**src/rtl/ps2_kbd_rx_fifo.sv**
```systemverilog
// PS/2 keyboard receiver: sync/deglitch, 11-bit deframe, E0/F0 prefix folding, show-ahead scan-code FIFO.
// Optional macro PS2_TIMEOUT_EN aborts a stalled frame after TIMEOUT_CYC clocks without a strobe.

module ps2_line_filt #(
  parameter int FILT_LEN = 8
) (
  input  logic clk,
  input  logic rst_n,
  input  logic raw,
  output logic filt
);
  localparam int CW = (FILT_LEN > 1) ? $clog2(FILT_LEN) : 1;
  logic [1:0]    sync;
  logic [CW-1:0] cnt;

  always_ff @(posedge clk or negedge rst_n) begin
    if (!rst_n) begin
      sync <= 2'b11;
      cnt  <= '0;
      filt <= 1'b1;
    end else begin
      sync <= {sync[0], raw};
      // cnt tracks how many consecutive samples have disagreed with filt
      if (sync[1] != filt) begin
        if (cnt == CW'(FILT_LEN-1)) begin
          filt <= sync[1];
          cnt  <= '0;
        end else begin
          cnt <= cnt + CW'(1);
        end
      end else begin
        cnt <= '0;
      end
    end
  end
endmodule

module ps2_kbd_rx_fifo #(
  parameter int FILT_LEN    = 8,
  parameter int FIFO_DEPTH  = 8,
  parameter int TIMEOUT_CYC = 100000
) (
  input  logic       clk,
  input  logic       rst_n,
  input  logic       ps2_clk,
  input  logic       ps2_data,
  input  logic       rd_en_i,
  input  logic       clr_i,
  output logic       valid_o,
  output logic [7:0] data_o,
  output logic       ext_o,
  output logic       break_o,
  output logic       parity_err_o,
  output logic       frame_err_o,
  output logic       overflow_o
);
  localparam int AW = $clog2(FIFO_DEPTH);

  typedef enum logic [2:0] {IDLE, DATA, PAR, STOP, CHECK} st_t;
  typedef struct packed {
    logic       ext;
    logic       brk;
    logic [7:0] code;
  } kbd_ent_t;

  logic [1:0] raw, filt;
  assign raw = {ps2_data, ps2_clk};

  ps2_line_filt #(.FILT_LEN(FILT_LEN)) u_filt [1:0] (
    .clk  (clk),
    .rst_n(rst_n),
    .raw  (raw),
    .filt (filt)
  );

  logic clk_q, strobe, dat;
  assign strobe = clk_q & ~filt[0];
  assign dat    = filt[1];

  st_t        state;
  logic [2:0] bit_cnt;
  logic [7:0] shreg;
  logic       par_b, stop_b, ext_f, brk_f;
  logic       par_ok, is_pfx, push;

  assign par_ok = ^{shreg, par_b};
  assign is_pfx = (shreg == 8'hE0) || (shreg == 8'hF0);
  assign push   = (state == CHECK) && par_ok && stop_b && !is_pfx;

`ifdef PS2_TIMEOUT_EN
  localparam int TW = $clog2(TIMEOUT_CYC + 1);
  logic [TW-1:0] to_cnt;
`else
  logic unused_to;
  assign unused_to = (TIMEOUT_CYC > 0);
`endif

  always_ff @(posedge clk or negedge rst_n) begin
    if (!rst_n) begin
      state        <= IDLE;
      clk_q        <= 1'b1;
      bit_cnt      <= '0;
      shreg        <= '0;
      par_b        <= 1'b0;
      stop_b       <= 1'b0;
      ext_f        <= 1'b0;
      brk_f        <= 1'b0;
      parity_err_o <= 1'b0;
      frame_err_o  <= 1'b0;
`ifdef PS2_TIMEOUT_EN
      to_cnt       <= '0;
`endif
    end else begin
      clk_q        <= filt[0];
      parity_err_o <= 1'b0;
      frame_err_o  <= 1'b0;
      case (state)
        IDLE: if (strobe && !dat) begin
          state   <= DATA;
          bit_cnt <= '0;
        end
        DATA: if (strobe) begin
          shreg   <= {dat, shreg[7:1]};
          bit_cnt <= bit_cnt + 3'd1;
          if (bit_cnt == 3'd7) state <= PAR;
        end
        PAR: if (strobe) begin
          par_b <= dat;
          state <= STOP;
        end
        STOP: if (strobe) begin
          stop_b <= dat;
          state  <= CHECK;
        end
        CHECK: begin
          state <= IDLE;
          if (!par_ok) begin
            parity_err_o <= 1'b1;
            ext_f        <= 1'b0;
            brk_f        <= 1'b0;
          end else if (!stop_b) begin
            frame_err_o <= 1'b1;
            ext_f       <= 1'b0;
            brk_f       <= 1'b0;
          end else if (shreg == 8'hE0) begin
            ext_f <= 1'b1;
          end else if (shreg == 8'hF0) begin
            brk_f <= 1'b1;
          end else begin
            ext_f <= 1'b0;
            brk_f <= 1'b0;
          end
        end
        default: state <= IDLE;
      endcase
`ifdef PS2_TIMEOUT_EN
      // only fires without a strobe, so it never fights the case above
      if (state == DATA || state == PAR || state == STOP) begin
        if (strobe) begin
          to_cnt <= '0;
        end else if (to_cnt == TW'(TIMEOUT_CYC-1)) begin
          to_cnt      <= '0;
          state       <= IDLE;
          frame_err_o <= 1'b1;
          ext_f       <= 1'b0;
          brk_f       <= 1'b0;
        end else begin
          to_cnt <= to_cnt + TW'(1);
        end
      end else begin
        to_cnt <= '0;
      end
`endif
    end
  end

  kbd_ent_t      mem [FIFO_DEPTH];
  kbd_ent_t      head;
  logic [AW:0]   wr_ptr, rd_ptr;
  logic          empty, full, pop, do_push;

  assign empty   = (wr_ptr == rd_ptr);
  assign full    = (wr_ptr[AW] != rd_ptr[AW]) && (wr_ptr[AW-1:0] == rd_ptr[AW-1:0]);
  assign pop     = rd_en_i && !empty;
  assign do_push = push && (!full || pop);
  assign head    = mem[rd_ptr[AW-1:0]];

  always_ff @(posedge clk) begin
    if (do_push) mem[wr_ptr[AW-1:0]] <= '{ext: ext_f, brk: brk_f, code: shreg};
  end

  always_ff @(posedge clk or negedge rst_n) begin
    if (!rst_n) begin
      wr_ptr     <= '0;
      rd_ptr     <= '0;
      overflow_o <= 1'b0;
    end else begin
      if (do_push) wr_ptr <= wr_ptr + (AW+1)'(1);
      if (pop)     rd_ptr <= rd_ptr + (AW+1)'(1);
      if (push && full && !pop) overflow_o <= 1'b1;
      else if (clr_i)           overflow_o <= 1'b0;
    end
  end

  assign valid_o = !empty;
  assign data_o  = empty ? 8'h00 : head.code;
  assign ext_o   = !empty && head.ext;
  assign break_o = !empty && head.brk;
endmodule

```
**config.mk**
```make
export PLATFORM = sky130hd
export DESIGN_NAME = ps2_kbd_rx_fifo
export DESIGN_NICKNAME = d
export VERILOG_FILES = /design/src/rtl/ps2_kbd_rx_fifo.sv
export SDC_FILE = /design/constraint.sdc
export NUM_CORES = 1
export LEC_CHECK = 0
export BUFFER_PORTS_ARGS = -buffer_cell sky130_fd_sc_hd__buf_2
export CORE_MARGIN = 3
export CORE_UTILIZATION = 57
export CTS_BUF_LIST = sky130_fd_sc_hd__clkbuf_8
export CTS_CLUSTER_DIAMETER = 50
export CTS_CLUSTER_SIZE = 16
export DETAILED_ROUTE_END_ITERATION = 10
export PLACE_DENSITY = 0.74
export SLEW_MARGIN = 20
export SYNTH_ARGS = -nofsm -noshare
export SYNTH_HDL_FRONTEND = slang
export SYNTH_SLANG_ARGS = --single-unit
```
**constraint.sdc**
```tcl
create_clock -name clk -period 2.88 [get_ports clk]
set_input_delay 0.864 -clock clk [delete_from_list [all_inputs] [get_ports clk]]
set_output_delay 0.864 -clock clk [all_outputs]
set_load 0.03 [all_outputs]
```
==> flow_metrics.env, run 1 <==
export IMPL_dr_pass1_iters=4
export IMPL_hold_buffers=0
export IMPL_antenna_cells=0
export IMPL_grt_pass1_vias=2740
export IMPL_p_per_area_mw_per_mm2=774.2
export IMPL_cp_slowest_cell="mux4_2"
export IMPL_synth_seq_cells=122
export IMPL_cts_htree_levels=4
export IMPL_dieWidth_um=99.76
export IMPL_start_util_pct=59.79
export IMPL_wire_per_inst_um=19.55
export IMPL_maxSlewHeadroom_pct=44.91
export IMPL_syn_inst=282
export IMPL_maxSlewViolCount=0
export IMPL_path_buf_inv=2
export IMPL_root_buffer="clkbuf_8"
export IMPL_hold_ws_ns=0.3584
export IMPL_die_y_um=99.76
export IMPL_tightest_slew_ns=0.8242
export IMPL_slowest_delay_ns=0.52
export IMPL_hold_viol=0
export IMPL_critPathTopFamily="multiplexers"
export IMPL_area_growth_pct=16.43
export IMPL_status="finished, final reports clean"
export IMPL_ys_top_cells_by_area="edfxtp_1 48%, dfrtp_1 17%, mux4_2 9.0%"
export IMPL_rsz0062_at_grt="true"
export IMPL_grt_pass1_wl_um=13860
export IMPL_clockBufferDepth=2
export IMPL_required_ns=2.02
export IMPL_via_per_inst=5.818
export IMPL_synth_main_ff_cell="edfxtp_1"
export IMPL_skew_ns=0.01369
export IMPL_synthesis_area_mm2=0.005011
export IMPL_cts_buffers=17
export IMPL_avgSynthCellArea_um2=17.77
export IMPL_setup_violations=0
export IMPL_syn_nets=296
export IMPL_async_reset_ff_share_pct=34.43
export IMPL_place_ws_ns=0.2383
export IMPL_grt_max_degree=25
export IMPL_clkTransAtPathRegs_ns=0.08
export IMPL_via_count=2647
export IMPL_fmax_ghz=0.3556
export IMPL_die_area_mm2=0.009952
export IMPL_drt_wl_total_um=8896
export IMPL_grt_usage_pct=18.94
export IMPL_drv_cap=0
export IMPL_rows=33
export IMPL_port_buffers=19
export IMPL_period_share_pct=97.65
export IMPL_post_route_util_pct=69.61
export IMPL_synth_yosys_seq_area_share_pct=69.09
export IMPL_peakVddDrop_uv=394.9
export IMPL_synth_top_area_share_pct=47.94
export IMPL_postPlaceCellArea_mm2=0.005409
export IMPL_coreArea_mm2=0.008382
export IMPL_post_route_min_period_ns=2.812
export IMPL_synth_edf_count=80
export IMPL_synth_top_area_cell="edfxtp_1"
export IMPL_clock_latency_ns=0.41
export IMPL_drc=0
export IMPL_io_pins=20
export IMPL_grt_overflow_total=0
export IMPL_crit_fanout=12
export IMPL_cts_num_sinks=122
export IMPL_drive_gt1_share_pct=38.86
export IMPL_gp_congestion=0.7461
export IMPL_critPathKind="reg -> out"
export IMPL_crit_path_cell_trace="buf_12, mux4_2, mux2i_2, nor2_1, buf_4"
export IMPL_cts_tree="yes"
export IMPL_place_hpwl_um=5743
export IMPL_power_leakage_uw=0.002332
export IMPL_endpoint_kind="output pin"
export IMPL_start_kind="flip-flop"
export IMPL_hold_path_class="reg -> reg"
export IMPL_ys_types=42
export IMPL_num_nets_final=351
export IMPL_antenna_found_initial=0
export IMPL_timing_final_ws_setup_ns=0.06781
export IMPL_yosysWarningCount=0
export IMPL_arrival_ns=1.95
export IMPL_final_cell_area_mm2=0.005834
export IMPL_drtIter0Drc=116
export IMPL_ant_nets=0
flip-flops by register name (all words and copies together), names as in the netlist, 2 cells and up:
name	count
bit_cnt	3
u_filt.filt	2
u_filt.sync	4
wr_ptr	4
mem	80
shreg	8
u_filt.cnt	6
rd_ptr	4
state	3
kinds of logic (layout without fill, tap and decap cells):
logic type               after synthesis  after routing  synth area share [%]
AO/OA/AOI/OAI                          9              9                 1.099
adder cells (fa/ha/maj)                8              8                 1.998
AND/OR/NAND/NOR                       57             57                 6.942
buffers and inverters                 20             88                 1.872
flip-flops                           122            122                 69.09
XOR/XNOR                              19             19                 4.145
multiplexers                          47             47                 14.86
per-stage QoR:
stage / instances / TNS (ns) / power [µW]
floorplan: 282 / -3.679 / 2874
global placement: 419 / 0 / 3138
detailed placement: 419 / 0 / 3165
CTS: 451 / -0.007591 / 4475
global route: 455 / -0.1588 / 4733
finish: 455 / 0 / 4517
synthesized netlist by cell type (4+ instances only):
cell      number
nor2_1        19
edfxtp_1      80
mux4_2        20
clkbuf_1       6
inv_1          7
and2_1         4
ha_1           8
nor3b_1        4
mux2_2        14
dfrtp_1       35
xnor2_1        9
dfstp_2        7
xor2_1         7
nor4_1         7
mux2i_1       11
metal layers:
metal | GRT usage [%] | part of all wire, %
met1 | 25.21 | 43
met2 | 29.96 | 51
met3 | 4.839 | 4.5
met4 | 7.983 | 1.3
met5 | 0 | 0
layout by cell type, fill, tap and decap left out, types with 4 or more instances in the layout:
cell type,Yosys,final
and2_1,4,4
buf_2,3,15
buf_4,2,30
clkbuf_8,0,17
clkinv_2,0,5
clkinvlp_4,0,5
dfrtp_1,35,33
dfstp_2,7,7
edfxtp_1,80,80
ha_1,8,8
inv_1,7,10
mux2_2,14,14
mux2i_1,11,10
mux4_2,20,20
nor2_1,19,19
nor3b_1,4,4
nor4_2,0,4
xnor2_1,9,9
xor2_1,7,6
what timing repair did:
action,CTS,global route
gates resized for setup,1,16
gates cloned,0,2
setup endpoints to repair,1,11
pin swaps,0,1
buffers inserted,0,2
power breakdown:
group	leakage [µW]	internal (µW)	switching, µW
registers	0.00133	2010	96.3
clock network	0.000177	664	645
logic	0.000830	542	563
area by class of cell:
class | count | area (µm²)
Sequential cell | 122 | 3465
Tap cell | 105 | 131.4
Timing Repair Buffer | 49 | 367.9
Multi-Input combinational cell | 140 | 1498
Inverter | 7 | 26.28
Clock buffer | 17 | 234.0
Clock inverter | 15 | 112.6
Fill cell | 559 | 2547
worst paths after layout:
path | startpoint | end | slack [ns] | cells past startpoint
min reg2reg | u_filt[1].sync[0] | u_filt[1].sync[1] | 0.36 | 0
max in group asynchronous | rst_n | wr_ptr[1] | 1.82 | 2
min | u_filt[1].sync[0] | u_filt[1].sync[1] | 0.36 | 0
max reg2reg | shreg[3] | mem[6][8] | 0.27 | 6
max | rd_ptr[0] | data_o[3] | 0.07 | 5
min in group asynchronous | rst_n | u_filt[0].cnt[1] | 0.40 | 1
Note: power is estimated with default switching activity, not from simulation.
==> run 2: changes to the inputs <==
Settings changed: CELL_PAD_IN_SITES_DETAIL_PLACEMENT set to 1, CELL_PAD_IN_SITES_GLOBAL_PLACEMENT set to 2, CORE_UTILIZATION 57 to 44, PLACE_DENSITY 0.74 to 0.75.
==> flow_metrics.env, run 2 (synthesis results as in run 1) <==
export IMPL_p_seq_share_pct=41.2
export IMPL_violations="negative setup slack"
export IMPL_rsz0062_at_grt="true"
export IMPL_cts_buffers=17
export IMPL_arrival_ns=2.03
export IMPL_period_share_pct=100.6
export IMPL_grt_usage_pct=17.08
export IMPL_cts_tree="yes"
export IMPL_setup_violations=5
export IMPL_largest_register_ffs=80
export IMPL_timing_final_ws_setup_ns=-0.01689
export IMPL_clockPowerShare_pct=34.8
export IMPL_start_util_pct=45.63
export IMPL_grt_pass1_wl_um=16220
export IMPL_pwr_share_comb_pct=24.0
export IMPL_maxSlewViolCount=0
export IMPL_crit_fanout=6
export IMPL_drt_wl_total_um=10050
export IMPL_reg2reg_to="mem[6][1]"
export IMPL_tightest_slew_ns=0.7237
export IMPL_grt_pass1_vias=2852
export IMPL_antenna_cells=0
export IMPL_die_area_mm2=0.01271
export IMPL_io_pins=20
export IMPL_postPlaceCellArea_mm2=0.005378
export IMPL_ff2ff_setup_slack_ns=0.34
export IMPL_coreArea_mm2=0.01098
export IMPL_port_buffers=19
export IMPL_power_leakage_uw=0.002387
export IMPL_hold_viol=0
export IMPL_p_per_area_mw_per_mm2=852.6
export IMPL_drv_cap=0
export IMPL_dr_pass1_iters=4
export IMPL_start_kind="flip-flop"
export IMPL_fmax_ghz=0.3452
export IMPL_clkTransAtPathRegs_ns=0.07
export IMPL_p_sw_uw=1410
export IMPL_reg2reg_from="shreg[6]"
export IMPL_grt_max_degree=27
export IMPL_critPathKind="reg -> out"
export IMPL_drive_gt1_share_pct=39.31
export IMPL_maxSlewHeadroom_pct=51.63
export IMPL_root_buffer="clkbuf_8"
export IMPL_cts_htree_levels=4
export IMPL_via_per_inst=5.319
export IMPL_required_ns=2.02
export IMPL_drc=0
export IMPL_drtIter0Drc=132
export IMPL_hold_buffers=0
export IMPL_num_nets_final=347
export IMPL_peakVddDrop_uv=360.4
export IMPL_endpoint_kind="output pin"
export IMPL_rr_worst_depth=6
export IMPL_swShare_pct=27.20
export IMPL_hold_path_class="reg -> reg"
export IMPL_mostFrequentLayoutCell="edfxtp_1"
export IMPL_skew_ns=0.01085
export IMPL_hold_depth=0
export IMPL_dieWidth_um=112.7
export IMPL_gp_congestion=0.7229
export IMPL_via_count=2585
export IMPL_cts_num_sinks=122
export IMPL_rows=38
export IMPL_worstHoldEndpoint="u_filt[1].sync[1]"
export IMPL_die_y_um=112.7
export IMPL_ant_nets=0
export IMPL_totalPowerFinal_uw=5184
export IMPL_min_from="u_filt[1].sync[0]"
export IMPL_wire_per_inst_um=20.68
export IMPL_clock_latency_ns=0.42
export IMPL_mostFrequentLayoutCells="80 x edfxtp_1, 31 x dfrtp_1, 27 x buf_4"
export IMPL_clockBufferDepth=2
export IMPL_internal_power_uw=3774
export IMPL_grt_overflow_total=0
export IMPL_antenna_found_initial=0
export IMPL_status="complete, but fails checks"
export IMPL_post_route_min_period_ns=2.897
export IMPL_area_growth_pct=21.32
export IMPL_place_hpwl_um=5963
export IMPL_final_cell_area_mm2=0.006080
[run 2: layout make-up]
| cell class | count | area (µm²) |
|---|---|---|
| Fill cell | 1012 | 4903 |
| Tap cell | 140 | 175.2 |
| Multi-Input combinational cell | 140 | 1519 |
| Clock inverter | 15 | 245.2 |
| Inverter | 7 | 26.28 |
| Timing Repair Buffer | 45 | 412.9 |
| Clock buffer | 17 | 234.0 |
| Sequential cell | 122 | 3467 |
[run 2: worst max-delay path, cell delays in order, from the launching register on]
cell and delay [ns]:
dfrtp_2 0.46, buf_6 0.15, xor2_4 0.16, nor4b_4 0.28
buf_4 0.19, buf_8 0.14, nor2_1 0.06, buf_4 0.17
[run 2: timing repair]
action,in CTS,in global routing
pin swaps,2,2
setup buffers,4,4
gates cloned,3,0
setup endpoints to repair,11,11
resized for setup,23,11
[run 2: routing by layer]
layer	vias to the layer above	track usage [%]	part of all wire, %
li1	1189	-	-
met1	1342	22.68	43
met2	46	28.28	53
met3	8	4.225	3.1
met4	0	4.808	0.69
met5	-	0	0
[run 2: power groups by stage]
stage / registers, µW / clock network [µW] / logic (µW)
CTS: 2140 / 1840 / 1190
detailed placement: 2170 / 0 / 959
floorplan: 2120 / 0 / 752
finish: 2140 / 1800 / 1240
global route: 2160 / 1930 / 1350
global placement: 2160 / 0 / 945
[run 2: worst max-delay path by stage]
stage	start	to	cells past startpoint
final	rd_ptr[0]	break_o	7
after global routing	rd_ptr[1]	break_o	5
after CTS	rd_ptr[0]	data_o[0]	6
after detailed placement	rd_ptr[0]	data_o[2]	5
after global placement	rd_ptr[0]	data_o[1]	5
after floorplan	shreg[4]	mem[0][0]	5
[run 2: metrics by stage]
step	setup TNS [ns]	util [%]	setup slack, ns	std cells	hold WS (ns)
2_1_floorplan	-3.679	-	-0.09197	282	0.3452
3_3_place_gp	0	48.96	0.3927	444	0.3455
3_5_place_dp	0	48.96	0.3413	444	0.3500
4_1_cts	-0.005120	54.67	-0.005120	482	0.3616
5_1_grt	-0.8624	55.35	-0.1140	486	0.3638
6_report	-0.05971	55.35	-0.01689	486	0.3579
